### src/rtl/dmux_scheduler.sv
// Single-entry demultiplexing scheduler: accepts one word, then steers it to one of four
// channels, either round-robin or to a fixed channel chosen per word.
module dmux_scheduler #(
  parameter int unsigned WIDTH = 16
) (
  input  logic             clk,
  input  logic             reset,
  input  logic             in_valid,
  output logic             in_ready,
  input  logic [WIDTH-1:0] in_data,
  input  logic [1:0]       in_sel,
  input  logic             mode,
  output logic [3:0]       out_valid,
  input  logic [3:0]       out_ready,
  output logic [WIDTH-1:0] out_data,
  output logic             busy,
  output logic [15:0]      delivered
);

  typedef enum logic {StEmpty, StFull} state_e;

  state_e           state_q;
  logic [WIDTH-1:0] hold_data_q;
  logic [1:0]       hold_dst_q;
  logic [1:0]       rr_ptr_q;
  logic [15:0]      delivered_q;

  logic in_fire;
  logic out_fire;

  // Only the held word's own channel can release it; other ready bits are ignored.
  assign out_fire = (state_q == StFull) && out_ready[hold_dst_q];
  assign in_ready = (state_q == StEmpty) || out_fire;
  assign in_fire  = in_valid && in_ready;

  always_ff @(posedge clk or posedge reset) begin
    if (reset) begin
      state_q     <= StEmpty;
      hold_data_q <= '0;
      hold_dst_q  <= 2'd0;
      rr_ptr_q    <= 2'd0;
      delivered_q <= 16'd0;
    end else begin
      if (out_fire) begin
        delivered_q <= delivered_q + 16'd1;
      end
      if (in_fire) begin
        state_q     <= StFull;
        hold_data_q <= in_data;
        if (mode) begin
          hold_dst_q <= in_sel;
        end else begin
          hold_dst_q <= rr_ptr_q;
          rr_ptr_q   <= rr_ptr_q + 2'd1;
        end
      end else if (out_fire) begin
        state_q <= StEmpty;
      end
    end
  end

  always_comb begin
    out_valid = 4'b0000;
    if (state_q == StFull) begin
      out_valid[hold_dst_q] = 1'b1;
    end
  end

  assign out_data  = hold_data_q;
  assign busy      = (state_q == StFull);
  assign delivered = delivered_q;

endmodule

### config.mk
export PLATFORM = sky130hd
export DESIGN_NAME = dmux_scheduler
export DESIGN_NICKNAME = d
export VERILOG_FILES = /design/src/rtl/dmux_scheduler.sv
export SDC_FILE = /design/constraint.sdc
export NUM_CORES = 1
export LEC_CHECK = 0
export ABC_AREA = 1
export CORE_ASPECT_RATIO = 1.75
export CORE_MARGIN = 2
export CORE_UTILIZATION = 41
export DETAILED_ROUTE_END_ITERATION = 10
export PLACE_DENSITY = 0.81
export RECOVER_POWER = 25
export REMOVE_ABC_BUFFERS = 1
export SYNTH_ARGS = -nofsm -noshare
export SYNTH_HDL_FRONTEND = slang
export SYNTH_SLANG_ARGS = --single-unit
### constraint.sdc
create_clock -name clk -period 1.35 [get_ports clk]
set_clock_uncertainty 0.1 [all_clocks]
set_input_delay 0.405 -clock clk [delete_from_list [all_inputs] [get_ports clk]]
set_output_delay 0.405 -clock clk [all_outputs]
set_load 0.05 [all_outputs]
## Word level (Yosys, flattened, before mapping)

Index checks and enable logic that the tools add are counted.

| storage, ports and cells | value |
|---|---|
| bits in registers | 37 |
| input bits | 26 |
| output and inout bits | 38 |
| word-level logic and storage cells | 25 |

| cells by class | value |
|---|---|
| add/sub/neg operators | 2 |
| $lt $le $gt $ge | 2 |
| multiplexer cells | 8 |
| bitwise logic cells | 2 |
| reductions and logical operators | 6 |

Operators with widths:

| kind | count |
|---|---|
| $add 16x1->16 const B | 1 |
| $mux 1 | 4 |
| $mux 4 | 1 |
| $logic_and 1x1->1 | 3 |
| $lt 2x3->1 const B | 1 |
| $add 2x1->2 const B | 1 |
| $bmux 1 s2 | 1 |
| $demux 1 s2 | 1 |
| $ge 2x1->1 const B | 1 |
| $mux 2 | 1 |
| $not 1->1 | 2 |
| $reduce_and 2->1 | 1 |
| $reduce_bool 2->1 | 1 |
| $logic_or 1x1->1 | 1 |

## Logic depth before layout (Yosys ltp)

| logic depth | value |
|---|---|
| word-level depth | 6 |
| gate-level depth with buffers | 10 |
| mapped depth without buffers | 9 |

## Least setup slack after synthesis

Ideal clock, no wire load.

| timing | value |
|---|---|
| path type | register -> output |
| start | register state_q, in the netlist busy |
| end | output out_valid[0] |
| arrival time | 1.961 ns |
| required time | 0.845 ns |
| path slack | -1.116 ns |
| stages on the path, launching flop included | 3 |
| buffers on the path | 0 |
| cells stage by stage | dfrtp_1 -> inv_1 -> nor3_1 |

| between the ends | value |
|---|---|
| word-level cells in the longest chain between the ends | 1 |

RTL lines:

| element | line | source |
|---|---|---|
| start: declaration | 22 | `state_e state_q;` |
| start signal: assignment | 38 | `state_q <= StEmpty;` |
| start signal: assignment | 48 | `state_q <= StFull;` |
| start signal: assignment | 57 | `state_q <= StEmpty;` |
| $mux 4 | 64 | `if (state_q == StFull) begin` |
| end: declaration | 13 | `output logic [3:0] out_valid,` |

Every way passes these cells.

## Final worst setup path

| timing | value |
|---|---|
| start | register hold_dst_q[0] |
| end | output out_valid[2] |

| between the ends | value |
|---|---|
| word-level cells in the longest chain between the ends | 5 |
| elaborated cells between the ends (all ways) | 6 |
| those cells by class | order compare: 2; mux: 3; reduce/logical: 1 |

RTL lines:

| element | line | source |
|---|---|---|
| start: declaration | 24 | `logic [1:0] hold_dst_q;` |
| start signal: assignment | 51 | `hold_dst_q <= in_sel;` |
| start signal: assignment | 53 | `hold_dst_q <= rr_ptr_q;` |
| $lt 2x3->1 (not written as such) / $ge 2x1->1 (equally long branches) | 65 | `out_valid[hold_dst_q] = 1'b1;` |
| $logic_and 1x1->1 (not written as such) | 65 |  |
| $mux 1 (not written as such) | 65 |  |
| $demux 1 s2 (*) | 65 |  |
| $mux 4 (*) | 64 |  |

Mark *: on every way between the ends. The rest lies on a longest branch, timed or not.

==> results.md <==
- Min cycle time layout: 1.850 ns
- Num CTS Buffers: 5
- Most frequent cells in the layout: nand2_1 (91), buf_4 (49), buf_12 (41)
- Status: finished with violations
- CP Capture Type: output pin
- Clock sink total: 37
- Largest cells by area after synthesis: dfrtp_1 (48%), nand2_1 (21%), nand3_1 (6.5%)
- Final WS setup: -0.5001 ns
- IO buf count: 63
- Final net count: 415
- Fin crit share: 137.0%
- Post-synth top flop: dfrtp_1
- Gr ovfl total: 0
- Synthesized area per cell: 7.691 um^2
- Critical path cell sequence: nor3_1 -> buf_4 -> buf_12
- Vias in the first global route: 2465
- Final Instance Area: 3880 um^2
- Largest family of logic cells by synthesized area: simple AND/OR/NAND/NOR gates
- Worst-path clk slew: 0.08 ns
- Layout Cells excl Fill: 441
- EDFF count, synth: 0
- Hold_ws: 0.3885 ns
- Ratio of cells with drive above 1 in the final layout: 43.44%
- Initial DRC Count: 148
- Buf/Inv on CP: 2
- Failing checks: negative setup slack
- Die area: 5315 um^2
- Final core occ: 83.90%
- Fmax: 0.5405 GHz
- Initial Util: 41.91%
- Fraction of synthesis flops using an asynchronous set or reset pin: 100.0%
- Antenna-violating nets left: 0
- Reg2reg path depth: 11
- Compound-Gate Fraction of Synth Area: 3.292%
- Post-synth top area share: 47.77%
- Post-DR vias/cell: 5.558
- First drt pass iteration count: 5
- Layout fillers: 232
- Placeable core area: 4624 um^2
- Antenna diodes: 0
- HPWL Detailed: 4.041 mm
- WP data arrival: 1.35 ns
- Synth cell types: 26
- Vias post-DR: 2451
- Cell Area, Synth: 1938 um^2
- Die height: 94.96 um
- Worst Path Required: 0.85 ns
- WHS Path Cells: 2
- Placed cell count: 392
- Reg2reg setup slack: -0.38 ns
- Crit-path leading delay family: flip-flops
- CP peak stage delay: 0.47 ns
- Setup total negative slack: -14.47 ns
- DRC viols: 0
- Largest net degree at the start of global routing: 38
- Synth Instances: 252
- Dominant cell type by area after synthesis: dfrtp_1
- Core Rows: 33
- Final Wtd Congestion: 0.8065
- Sequential Area: 938.4 um^2
- Mux contribution to synthesized area: 0%
- Clock buffer depth: 2
- Yosys Warn Count: 0
- Initial antenna violation count: 0
- Slew Viols, Final: 0
- Worst skew pair latency: 0.29 ns
- H-tree depth: 2
- Min-Delay Endpoint: rr_ptr_q[0]$_DFFE_PP0P_
- Multi-input logic area: 1039 um^2
- Max VDD drop: 0.002064 V
- CP max FO: 6
- Worst-margin pin slew: 0.5322 ns
- Leakage power: 1.865 nW
- Clock root buffer: clkbuf_8
- PD cells: 2431 nW/um^2
- First-pass GRT wire length: 11.50 mm
- Pre-CTS setup slack: -0.5357 ns
- Hold Path Class: reg -> reg
- Sequential area share after synthesis: 47.77%
- Worst setup startpoint: hold_dst_q[0]$_DFFE_PP0P_
- DR WL/cell: 18.63 um
- Fin. Hold Viols: 0
- Max Cap Viol: 0
- Unrepaired setup endpoints after global routing: yes
- Drt total wl: 8.216 mm
- Die width: 55.98 um
- Post-Synth Adder-Cell Area: 0.6456%
- Post-Synth Simple-Gate Area: 38.09%
- Crit Reg-Reg Endpoint: out_data[7]$_DFFE_PP0P_
- Crit path kind: reg -> out
- Most common cell after layout, fill and taps aside: nand2_1
- Hold Crit Start: rr_ptr_q[0]$_DFFE_PP0P_
- # setup viols final: 75
- Number of synthesized register bits: 37
- CP max-delay cell: dfrtp_2
- Relative slew slack: 64.52%
- R2r startpoint: hold_dst_q[0]$_DFFE_PP0P_
- Total power: 9.431 mW
- Placement Cell Area: 3232 um^2
- Gr usage total: 27.70%
- # IOs: 64
- Startpoint types: register
- Area Overhead vs Synth: 100.2%
- CTS tree: done
- Post-Synth XOR/XNOR Area: 3.163%
final cells by class:
type / count / area share, %
inverter: 17 / 1.967
timing repair buffer: 133 / 42.76
clock buffer: 6 / 1.870
sequential: 37 / 24.19
clock inverter: 2 / 0.2580
multi-input combinational: 192 / 26.77
tap: 52 / 1.677
timing repair inverter: 2 / 0.5160
registers in the layout (all words and copies together), names as in the netlist:
signal      flops
delivered      16
busy            1
rr_ptr_q        2
hold_dst_q      2
out_data       16
per-layer routing:
| metal | global-route usage, % | wire length [um] | up-vias |
|---|---|---|---|
| met3 | 5.479 | 490 | 51 |
| met5 | 0 | 0 | - |
| li1 | - | - | 1078 |
| met4 | 15.08 | 449 | 0 |
| met1 | 26.70 | 2666 | 1180 |
| met2 | 53.63 | 4610 | 142 |
synth_stat cells, types with 2 or more instances:
cell type,number
nand2_2,3
nand4_1,8
inv_1,15
nor3_1,4
buf_2,2
nand2_1,109
xor2_1,3
xnor2_1,4
nand3_1,25
nor2_1,17
dfrtp_1,37
nand2_4,2
o21ai_0,8
o21ai_1,2
buf_6,2
kinds of logic (layout without fill, tap and decap cells):
group | Yosys count | in the layout
simple gates | 170 | 172
compound gates | 12 | 12
flops | 37 | 37
xor+xnor | 7 | 7
buf+inv | 25 | 160
fa+ha+maj | 1 | 1
report_power, final:
group	switching, mW	internal [mW]
Sequential	0.484	1.52
Clock	0.427	0.359
Combinational	3.50	3.14
tightest hold or removal path: stages, from the launching register on:
cell	delay, ns
dfrtp_1	0.36
nand2_1	0.06
nand2_1	0.05
timing repair:
item,in CTS,in global routing
hold buffers,0,0
pin swaps,6,11
gates cloned,4,1
endpoints found under the setup margin,75,75
gates resized for setup,44,43
setup buffers,27,12
worst max-delay path by stage:
stage,end,slack (ns),cells past startpoint
floorplan,out_valid[0],-1.12,2
global placement,in_ready,-0.53,6
detailed placement,in_ready,-0.54,6
CTS,in_ready,-0.46,6
global route,out_valid[2],-0.53,4
finish,out_valid[2],-0.50,3
No activity file was read; power rests on OpenSTA's default activity.
